## src/rtl/camlink_frame_source.sv

```systemverilog
// Camera Link style frame generator: paces a pixel stream into fval/lval/dval framing.
// Blanking intervals are timed with a shared down-counter; line length is counted in handshakes.
module camlink_frame_source #(
  parameter int WIDTH       = 640,
  parameter int HEIGHT      = 512,
  parameter int BPP         = 12,
  parameter int COLORED     = 0,
  parameter int DATA_WIDTH  = COLORED ? 24 : BPP,
  parameter int FV_TO_LV    = 4,
  parameter int LV_BLANK    = 16,
  parameter int FRAME_BLANK = 32
) (
  input  logic                  pix_clk,
  input  logic                  rst,
  input  logic                  enable,
  input  logic                  s_valid,
  input  logic [DATA_WIDTH-1:0] s_data,
  output logic                  s_ready,
  output logic                  fval,
  output logic                  lval,
  output logic                  dval,
  output logic [DATA_WIDTH-1:0] pix_data,
  output logic                  frame_done,
  output logic [15:0]           frame_cnt,
  output logic [15:0]           stall_cnt
);

  localparam int PW   = (WIDTH > 1) ? $clog2(WIDTH) : 1;
  localparam int LW   = (HEIGHT > 1) ? $clog2(HEIGHT) : 1;
  localparam int TM1  = (FV_TO_LV > LV_BLANK) ? FV_TO_LV : LV_BLANK;
  localparam int TMAX = (TM1 > FRAME_BLANK) ? TM1 : FRAME_BLANK;
  localparam int TW   = (TMAX > 1) ? $clog2(TMAX) : 1;

  localparam logic [PW-1:0] PIX_LAST  = PW'(WIDTH - 1);
  localparam logic [LW-1:0] LINE_LAST = LW'(HEIGHT - 1);
  localparam logic [TW-1:0] T_FSTART  = TW'(FV_TO_LV - 1);
  localparam logic [TW-1:0] T_LBLANK  = TW'(LV_BLANK - 1);
  localparam logic [TW-1:0] T_FEND    = TW'(FRAME_BLANK - 1);

  localparam logic [2:0] ST_IDLE   = 3'd0;
  localparam logic [2:0] ST_FSTART = 3'd1;
  localparam logic [2:0] ST_LINE   = 3'd2;
  localparam logic [2:0] ST_LBLANK = 3'd3;
  localparam logic [2:0] ST_FEND   = 3'd4;

  logic [2:0]            state_q, state_d;
  logic [TW-1:0]         tmr_q, tmr_d;
  logic [PW-1:0]         pix_q, pix_d;
  logic [LW-1:0]         line_q, line_d;
  logic                  fval_q, fval_d;
  logic                  lval_q, lval_d;
  logic                  dval_q, dval_d;
  logic [DATA_WIDTH-1:0] pix_data_q, pix_data_d;
  logic                  frame_done_q, frame_done_d;
  logic [15:0]           frame_cnt_q, frame_cnt_d;
  logic [15:0]           stall_cnt_q, stall_cnt_d;
  logic                  in_line, hs, last_pix, last_line;

  assign in_line   = (state_q == ST_LINE);
  assign hs        = in_line && s_valid;
  assign last_pix  = (pix_q == PIX_LAST);
  assign last_line = (line_q == LINE_LAST);

  always_comb begin
    state_d      = state_q;
    tmr_d        = tmr_q;
    pix_d        = pix_q;
    line_d       = line_q;
    fval_d       = (state_q == ST_FSTART) || in_line || (state_q == ST_LBLANK);
    lval_d       = in_line;
    dval_d       = hs;
    pix_data_d   = hs ? s_data : pix_data_q;
    frame_done_d = hs && last_pix && last_line;
    frame_cnt_d  = frame_cnt_q;
    stall_cnt_d  = stall_cnt_q;

    if (frame_done_d) frame_cnt_d = frame_cnt_q + 16'd1;
    if (in_line && !s_valid && (stall_cnt_q != 16'hFFFF)) stall_cnt_d = stall_cnt_q + 16'd1;

    case (state_q)
      ST_IDLE: begin
        if (enable) begin
          state_d = ST_FSTART;
          tmr_d   = T_FSTART;
        end
      end
      ST_FSTART: begin
        pix_d  = '0;
        line_d = '0;
        if (tmr_q == '0) state_d = ST_LINE;
        else             tmr_d   = tmr_q - 1'b1;
      end
      ST_LINE: begin
        if (hs) begin
          if (last_pix) begin
            pix_d = '0;
            if (last_line) begin
              line_d  = '0;
              state_d = ST_FEND;
              tmr_d   = T_FEND;
            end else begin
              line_d  = line_q + 1'b1;
              state_d = ST_LBLANK;
              tmr_d   = T_LBLANK;
            end
          end else begin
            pix_d = pix_q + 1'b1;
          end
        end
      end
      ST_LBLANK: begin
        if (tmr_q == '0) state_d = ST_LINE;
        else             tmr_d   = tmr_q - 1'b1;
      end
      ST_FEND: begin
        // enable only matters here and in IDLE, so a dropped enable never cuts a frame short
        if (tmr_q == '0) begin
          if (enable) begin
            state_d = ST_FSTART;
            tmr_d   = T_FSTART;
          end else begin
            state_d = ST_IDLE;
          end
        end else begin
          tmr_d = tmr_q - 1'b1;
        end
      end
      default: state_d = ST_IDLE;
    endcase
  end

  always_ff @(posedge pix_clk or posedge rst) begin
    if (rst) begin
      state_q      <= ST_IDLE;
      tmr_q        <= '0;
      pix_q        <= '0;
      line_q       <= '0;
      fval_q       <= 1'b0;
      lval_q       <= 1'b0;
      dval_q       <= 1'b0;
      pix_data_q   <= '0;
      frame_done_q <= 1'b0;
      frame_cnt_q  <= '0;
      stall_cnt_q  <= '0;
    end else begin
      state_q      <= state_d;
      tmr_q        <= tmr_d;
      pix_q        <= pix_d;
      line_q       <= line_d;
      fval_q       <= fval_d;
      lval_q       <= lval_d;
      dval_q       <= dval_d;
      pix_data_q   <= pix_data_d;
      frame_done_q <= frame_done_d;
      frame_cnt_q  <= frame_cnt_d;
      stall_cnt_q  <= stall_cnt_d;
    end
  end

  assign s_ready    = in_line;
  assign fval       = fval_q;
  assign lval       = lval_q;
  assign dval       = dval_q;
  assign pix_data   = pix_data_q;
  assign frame_done = frame_done_q;
  assign frame_cnt  = frame_cnt_q;
  assign stall_cnt  = stall_cnt_q;

endmodule
```

## config.mk

```make
export PLATFORM = sky130hd
export DESIGN_NAME = camlink_frame_source
export DESIGN_NICKNAME = d
export VERILOG_FILES = /design/src/rtl/camlink_frame_source.sv
export SDC_FILE = /design/constraint.sdc
export NUM_CORES = 1
export LEC_CHECK = 0
export ABC_AREA = 1
export CORE_UTILIZATION = 55
export CTS_CLUSTER_SIZE = 16
export DETAILED_ROUTE_END_ITERATION = 16
export DONT_BUFFER_PORTS = 1
export GPL_ROUTABILITY_DRIVEN = 0
export MAX_ROUTING_LAYER = met4
export PLACE_DENSITY = 0.79
export SYNTH_ARGS = -nofsm -noshare
export SYNTH_HDL_FRONTEND = slang
export SYNTH_SLANG_ARGS = --single-unit
```

## constraint.sdc

```tcl
create_clock -name pix_clk -period 3.2 [get_ports pix_clk]
set_clock_uncertainty 0.2 [all_clocks]
set_input_delay 0.32 -clock pix_clk [delete_from_list [all_inputs] [get_ports pix_clk]]
set_output_delay 0.32 -clock pix_clk [all_outputs]
set_load 0.03 [all_outputs]
```

==> metrics.md, run 1 <==
| Metric | Value |
|---|---|
| CTS Root Buffer Type | clkbuf_8 |
| Die ar. | 0.00790 mm^2 |
| Commonest non-fill, non-tap cell in the layout | nand2_1 |
| Most frequent cells in the layout | nand2_1, dfrtp_1, inv_1 |
| Pint | 1930 uW |
| H-Tree Depth | 3 |
| Tmin final | 2.55 ns |
| First-pass GRT wire length | 15200 um |
| Crit path buffers/inverters | 3 |
| Share of total power in sequential cells | 46.5% |
| DRC viols | 0 |
| Max_cap viols | 0 |
| Combinational share of power | 27.3% |
| Layout net count | 599 |
| Cell Area, Synth | 0.00415 mm^2 |
| Fillers | 649 |
| Placed cell areas | 0.00424 mm^2 |
| # clock sinks | 75 |
| Final setup fails | 0 |
| Pin count of the biggest net entering global routing | 42 |
| Worst-Skew Late Latency | 0.35 ns |
| Synthesis-to-finish area growth | 10.9% |
| Unrepaired setup endpoints after global routing | false |
| Die X | 88.9 um |
| DRT antenna net count | 0 |
| Wire per inst | 13.7 um |
| CP Class | reg2reg |
| Die Ht | 88.9 um |
| Synth Warn # | 0 |
| Starting Density | 56.9% |
| N_diodes | 0 |
| Clock Tree Buf Depth | 2 |
| Worst EP required | 3.26 ns |
| CTS Hold Bufs | 13 |
| Avg Cell Area, Syn | 7.43 um^2 |
| Outcome | completed |
| Switching share of total power | 42.5% |
| Ports | 65 |
| IR drop worst, VDD | 335 uV |
| Cts bufs inserted | 9 |
| Grt total ovfl | 0 |
| NetSw | 1430 uW |
| Clock power share | 26.2% |
| Final worst slack | 0.654 ns |
| Post-synth cell types | 28 |
| Hpwl dp | 6420 um |
| Rows | 31 |
| Achievable Freq | 0.393 GHz |
| 1st-pass router iterations | 5 |
| Worst min-delay path class | in2reg |
| Share of cells above drive strength 1 | 6.19% |
| Multi-input gate area | 0.00199 mm^2 |
| Startpoint types | flop |
| CP top delay family | simple AND/OR/NAND/NOR gates |
| Final Cycle Share | 79.6% |
| Reg area | 0.00188 mm^2 |
| Gr usage total | 25.3% |
| Final hold violations | 0 |
| Post-cts sizing count | 0 |
| Synth Instances | 559 |
| Routed WL | 9350 um |
| Via density | 5.46 |
| Power per cell area | 730 mW/mm^2 |
| Mapped Nets | 581 |
| Setup tns final | 0 ns |
| Vias in the first global route | 3442 |
| Synthesized flop and latch total | 75 |
| Routed vias | 3721 |
| Fin area | 0.00461 mm^2 |
| Synth area leaders | dfrtp_1, nand2_1, inv_1, nand3_1, nor2_1 |
| CP Data Arrival Time | 2.61 ns |
| Core region area | 0.00729 mm^2 |
| CTS tree | yes |
| Clock transition at the registers of the reported paths | 0.09 ns |
| CP endpoint kind | flop |
| Antenna violations before repair | 0 |
| Cell taking the most area after synthesis | dfrtp_1 |
| Relative slew slack | 44.2% |
| Post-CTS Setup Repair Bufs | 0 |
| CP Max Fanout | 8 |
| Share of the yosys chip area belonging to registers | 45.2% |
| Lkg Pwr | 0.00227 uW |
| Crit-path cells | ha_1, nand2_1, inv_1, nand3_1, nor2_1, ha_1, clkinv_1, nor3_4, buf_4, nand2_1, o21ai_0 |
| Crit-path max cell delay | 0.41 ns |
| Slew Limit Fails | 0 |
| Setup WS pre-CTS | 0.759 ns |
| Top cell type's share of synthesized area | 45.2% |
| PortBufs | 0 |
| DRT iter0 DRCs | 227 |
| Measured slew at the worst slew-check pin | 0.836 ns |
| Slowest cell on crit path | nor3_4 |
cells in the mapped netlist (all sizes together):
library cell and number:
nand2 226, dfrtp 75, inv 58, nor2 52
nand3 39, o21ai 31, nand4 18, xor2 17
nor3 11, xnor2 8, buf 7, ha 6
o21bai 3, a21oi 2, nand3b 2, clkbuf 1
clkinv 1, nor3b 1, o2111ai 1
logic make-up (layout without fill, tap and decap cells):
| kind of cell | after synthesis | in the layout | share of synthesized area (%) |
|---|---|---|---|
| compound gates | 37 | 37 | 4.73 |
| xor+xnor | 25 | 25 | 5.27 |
| simple gates | 349 | 349 | 36.2 |
| flops | 75 | 75 | 45.2 |
| fa+ha+maj | 6 | 6 | 1.81 |
| buf+inv | 67 | 90 | 6.84 |
stage by stage:
stage | instances | total power [uW] | utilization (%) | hold WS [ns]
final | 681 | 3360 | 63.2 | 0.0712
after global routing | 681 | 3580 | 63.2 | 0.0932
after CTS | 681 | 3350 | 63.2 | 0.0656
after detailed placement | 652 | 2470 | 58.2 | 0.226
after global placement | 652 | 2420 | 58.2 | 0.216
after floorplan | 559 | 2290 | - | 0.230
layer usage:
metal	wire length, um	up-vias	share of wire [%]	GRT usage [%]
met3	585	15	6.3	5.54
met4	147	0	1.6	9.09
met2	4700	124	50	42.9
li1	-	1805	-	-
met5	0	-	0	-
met1	3920	1777	42	29.7
path summary, 6_finish.rpt:
path                       slack [ns]       from  depth (start not counted)           end
hold reg to reg                  0.32  line_q[8]                          2     line_q[8]
hold / removal                   0.07    s_valid                          3   pix_data[9]
min in group asynchronous        0.39        rst                          2  frame_cnt[7]
setup / recovery                 0.65  line_q[0]                         11  frame_cnt[4]
setup reg to reg                 0.65  line_q[0]                         11  frame_cnt[4]
max in group asynchronous        1.73        rst                          3    state_q[2]
flip-flops by register name, summed over array words and instances (netlist names):
| signal | cells |
|---|---|
| dval | 1 |
| frame_cnt | 16 |
| frame_done | 1 |
| fval | 1 |
| line_q | 9 |
| lval | 1 |
| pix_data | 12 |
| pix_q | 10 |
| stall_cnt | 16 |
| state_q | 3 |
| tmr_q | 5 |
tightest hold or removal path, delay by kind of cell:
family / cells / cell delay (ns)
simple gates: 3 / 0.26
power groups by stage:
stage | clock (uW) | sequential [uW] | combinational [uW]
finish | 879 | 1560 | 918
global route | 931 | 1590 | 1060
floorplan | 0 | 1530 | 760
detailed placement | 0 | 1570 | 897
global placement | 0 | 1570 | 852
CTS | 881 | 1560 | 914
layout make-up:
type                       count  area share, %
multi-input combinational    417           43.2
sequential                    75           40.7
inverter                      59           4.81
timing repair buffer          15           3.42
clock buffer                  12           2.93
tap                           99           2.69
clock inverter                 4           2.15
Power figures use the tool's default switching activity.
==> run 2, diff against run 1 <==
==> constraint.sdc (replaced) <==
create_clock -name pix_clk -period 2.6 [get_ports pix_clk]
set_clock_uncertainty 0.2 [all_clocks]
set_input_delay 0.26 -clock pix_clk [delete_from_list [all_inputs] [get_ports pix_clk]]
set_output_delay 0.26 -clock pix_clk [all_outputs]
set_load 0.03 [all_outputs]
==> run 2 against run 1 <==
Via count hardly changed. Final cell count grew 1.8%. Non-clock buffer count grew 12. Register-to-register slack got worse by 0.39 ns. Die area stayed put. Wire length is 1.6% lower. Count of clock-buffer cells in the layout down 3. Hold slack worse by 0.056 ns. Sequential share of layout area shrank 0.93 points. Design area is 2.3% higher. Largest power group unchanged. Highest routed layer unchanged.
==> metrics.md, run 2 (synthesized netlist as in run 1, its figures left out) <==
| Metric | Value |
|---|---|
| First-pass GRT wire length | 15100 um (-0.64%) |
| Crit-path cells | ha_1, nand2_1, inv_1, nand3_1, nor2_1, ha_1, clkinv_1, nor3_4, inv_2, nand2_1, nand2_1 |
| Switching share of total power | 42.2% (-0.25 points) |
| Cts bufs inserted | 9 (unchanged) |
| Die X | 88.9 um (unchanged) |
| Lkg Pwr | 0.00234 uW (+2.8%) |
| Core region area | 0.00729 mm^2 (unchanged) |
| Worst EP required | 2.65 ns (-0.61 ns) |
| Max_cap viols | 0 (unchanged) |
| IR drop worst, VDD | 440 uV (+31%) |
| Placed cell areas | 0.00427 mm^2 (+0.77%) |
| Startpoint types | flop |
| # clock sinks | 75 (unchanged) |
| Worst min-delay path class | in2reg |
| Final setup fails | 0 (unchanged) |
| CP Data Arrival Time | 2.38 ns (-0.23 ns) |
| NetSw | 1800 uW (+26%) |
| CTS tree | yes |
| Slew Limit Fails | 0 (unchanged) |
| Share of cells above drive strength 1 | 7.58% (+1.4 points) |
| Fin area | 0.00471 mm^2 (+2.3%) |
| Die ar. | 0.00790 mm^2 (unchanged) |
| Antenna violations before repair | 0 (unchanged) |
| DRT iter0 DRCs | 191 (-16%) |
| PortBufs | 0 (unchanged) |
| Combinational share of power | 29.4% (+2.1 points) |
| Power per cell area | 906 mW/mm^2 (+24%) |
| Routed WL | 9210 um (-1.6%) |
| Final hold violations | 0 (unchanged) |
| Clock transition at the registers of the reported paths | 0.09 ns (about the same) |
| Slowest cell on crit path | dfrtp_1 |
| Synthesis-to-finish area growth | 13.5% |
| R2R Setup Slk | 0.27 ns (-0.39 ns) |
| Clock Tree Buf Depth | 2 (unchanged) |
| Final Cycle Share | 89.8% (+10 points) |
| Setup tns final | 0 ns (unchanged) |
| Unrepaired setup endpoints after global routing | false |
| Grt total ovfl | 0 (unchanged) |
| CP Class | reg2reg |
| Layout net count | 611 (+2.0%) |
| Most frequent cells in the layout | nand2_1, dfrtp_1, inv_1 |
| CP endpoint kind | flop |
| Pint | 2470 uW (+28%) |
| DRC viols | 0 (unchanged) |
| Hpwl dp | 6190 um (-3.7%) |
| Post-cts sizing count | 0 (unchanged) |
| Via density | 5.37 (-1.8%) |
| Most used cell, CP | nand2_1 |
| Routed vias | 3719 (-0.054%) |
| Wire per inst | 13.3 um (-3.3%) |
| Post-CTS Setup Repair Bufs | 0 (unchanged) |
| Ports | 65 (unchanged) |
| H-Tree Depth | 3 (unchanged) |
| Relative slew slack | 61.5% (+17 points) |
| N_diodes | 0 (unchanged) |
| Worst-Skew Late Latency | 0.36 ns (about the same) |
| Crit-path max cell delay | 0.38 ns (-0.03 ns) |
| Measured slew at the worst slew-check pin | 0.578 ns (-0.258 ns) |
| Vias in the first global route | 3430 (-0.35%) |
| Pin count of the biggest net entering global routing | 47 (+12%) |
| Outcome | completed |
| CTS Root Buffer Type | clkbuf_8 |
| Achievable Freq | 0.428 GHz (+9.0%) |
| 1st-pass router iterations | 5 (unchanged) |
| DRT antenna net count | 0 (unchanged) |
| Gr usage total | 25.5% (+0.14 points) |
| Commonest non-fill, non-tap cell in the layout | nand2_1 |
| Share of total power in sequential cells | 44.5% (-2.0 points) |
| Die Ht | 88.9 um (unchanged) |
| CP Max Fanout | 10 (+2) |
| Tmin final | 2.33 ns (-0.211 ns) |
| Clock power share | 26.1% (about the same) |
| Starting Density | 56.9% (unchanged) |
| Rows | 31 (unchanged) |
==> run 2: cell count changes in the layout (fill, tap and decap cells not counted), sizes merged <==
cell,delta
clkbuf,-3
clkinv,+2
inv,+1
buf,+6
dlygate4sd3,+6
==> run 2: metrics by stage <==
stage | hold WS [ns] | power, uW | std cells | setup WS, ns | utilization [%]
2_1_floorplan | 0.170 | 2820 | 559 | 0.230 | -
3_3_place_gp | 0.0464 | 3010 | 658 | 0.396 | 58.6
3_5_place_dp | 0.0562 | 3050 | 658 | 0.299 | 58.6
4_1_cts | 0.00198 | 4250 | 693 | 0.283 | 64.6
5_1_grt | 0.0479 | 4550 | 693 | 0.0395 | 64.6
6_report | 0.0156 | 4270 | 693 | 0.265 | 64.6
==> run 2: critical path: cells and delay by family, from the launching register on <==
kind | cells | cell delay, ns
fa+ha+maj | 2 | 0.41
flops | 1 | 0.38
buf+inv | 3 | 0.45
simple gates | 6 | 0.78
==> run 2: final cells by class <==
cell class	instances	area, um^2
fill	620	2580
multi-input combinational	417	1990
sequential	75	1880
timing repair buffer	27	250
inverter	59	221
clock inverter	7	125
clock buffer	9	124
tap	99	124
==> run 2: final timing paths <==
path	startpoint	end	cells after the start
worst min-delay path	s_valid	pix_data[3]	3
min in group asynchronous	rst	stall_cnt[5]	3
worst min register to register	pix_q[1]	pix_q[1]	2
max in group asynchronous	rst	state_q[0]	3
worst max-delay path	line_q[1]	frame_cnt[1]	11
worst max register to register	line_q[1]	frame_cnt[1]	11
==> run 2: repair_timing <==
item / CTS / global route
hold endpoints to repair: 87 / 0
hold buffers: 19 / 0
endpoints found under the setup margin: 0 / 6
==> run 2: power by group through the flow <==
stage	combinational [uW]	sequential, uW	clock [uW]
floorplan	936	1880	0
global placement	1100	1900	0
detailed placement	1140	1910	0
CTS	1240	1890	1130
global route	1440	1930	1170
finish	1250	1900	1120
==> run 2: layer usage <==
metal	up-vias	GRT usage [%]	routed length, um
met2	115	40.6	4550
li1	1839	-	-
met5	-	-	0
met3	25	5.26	473
met1	1740	31.0	3970
met4	0	12.5	208
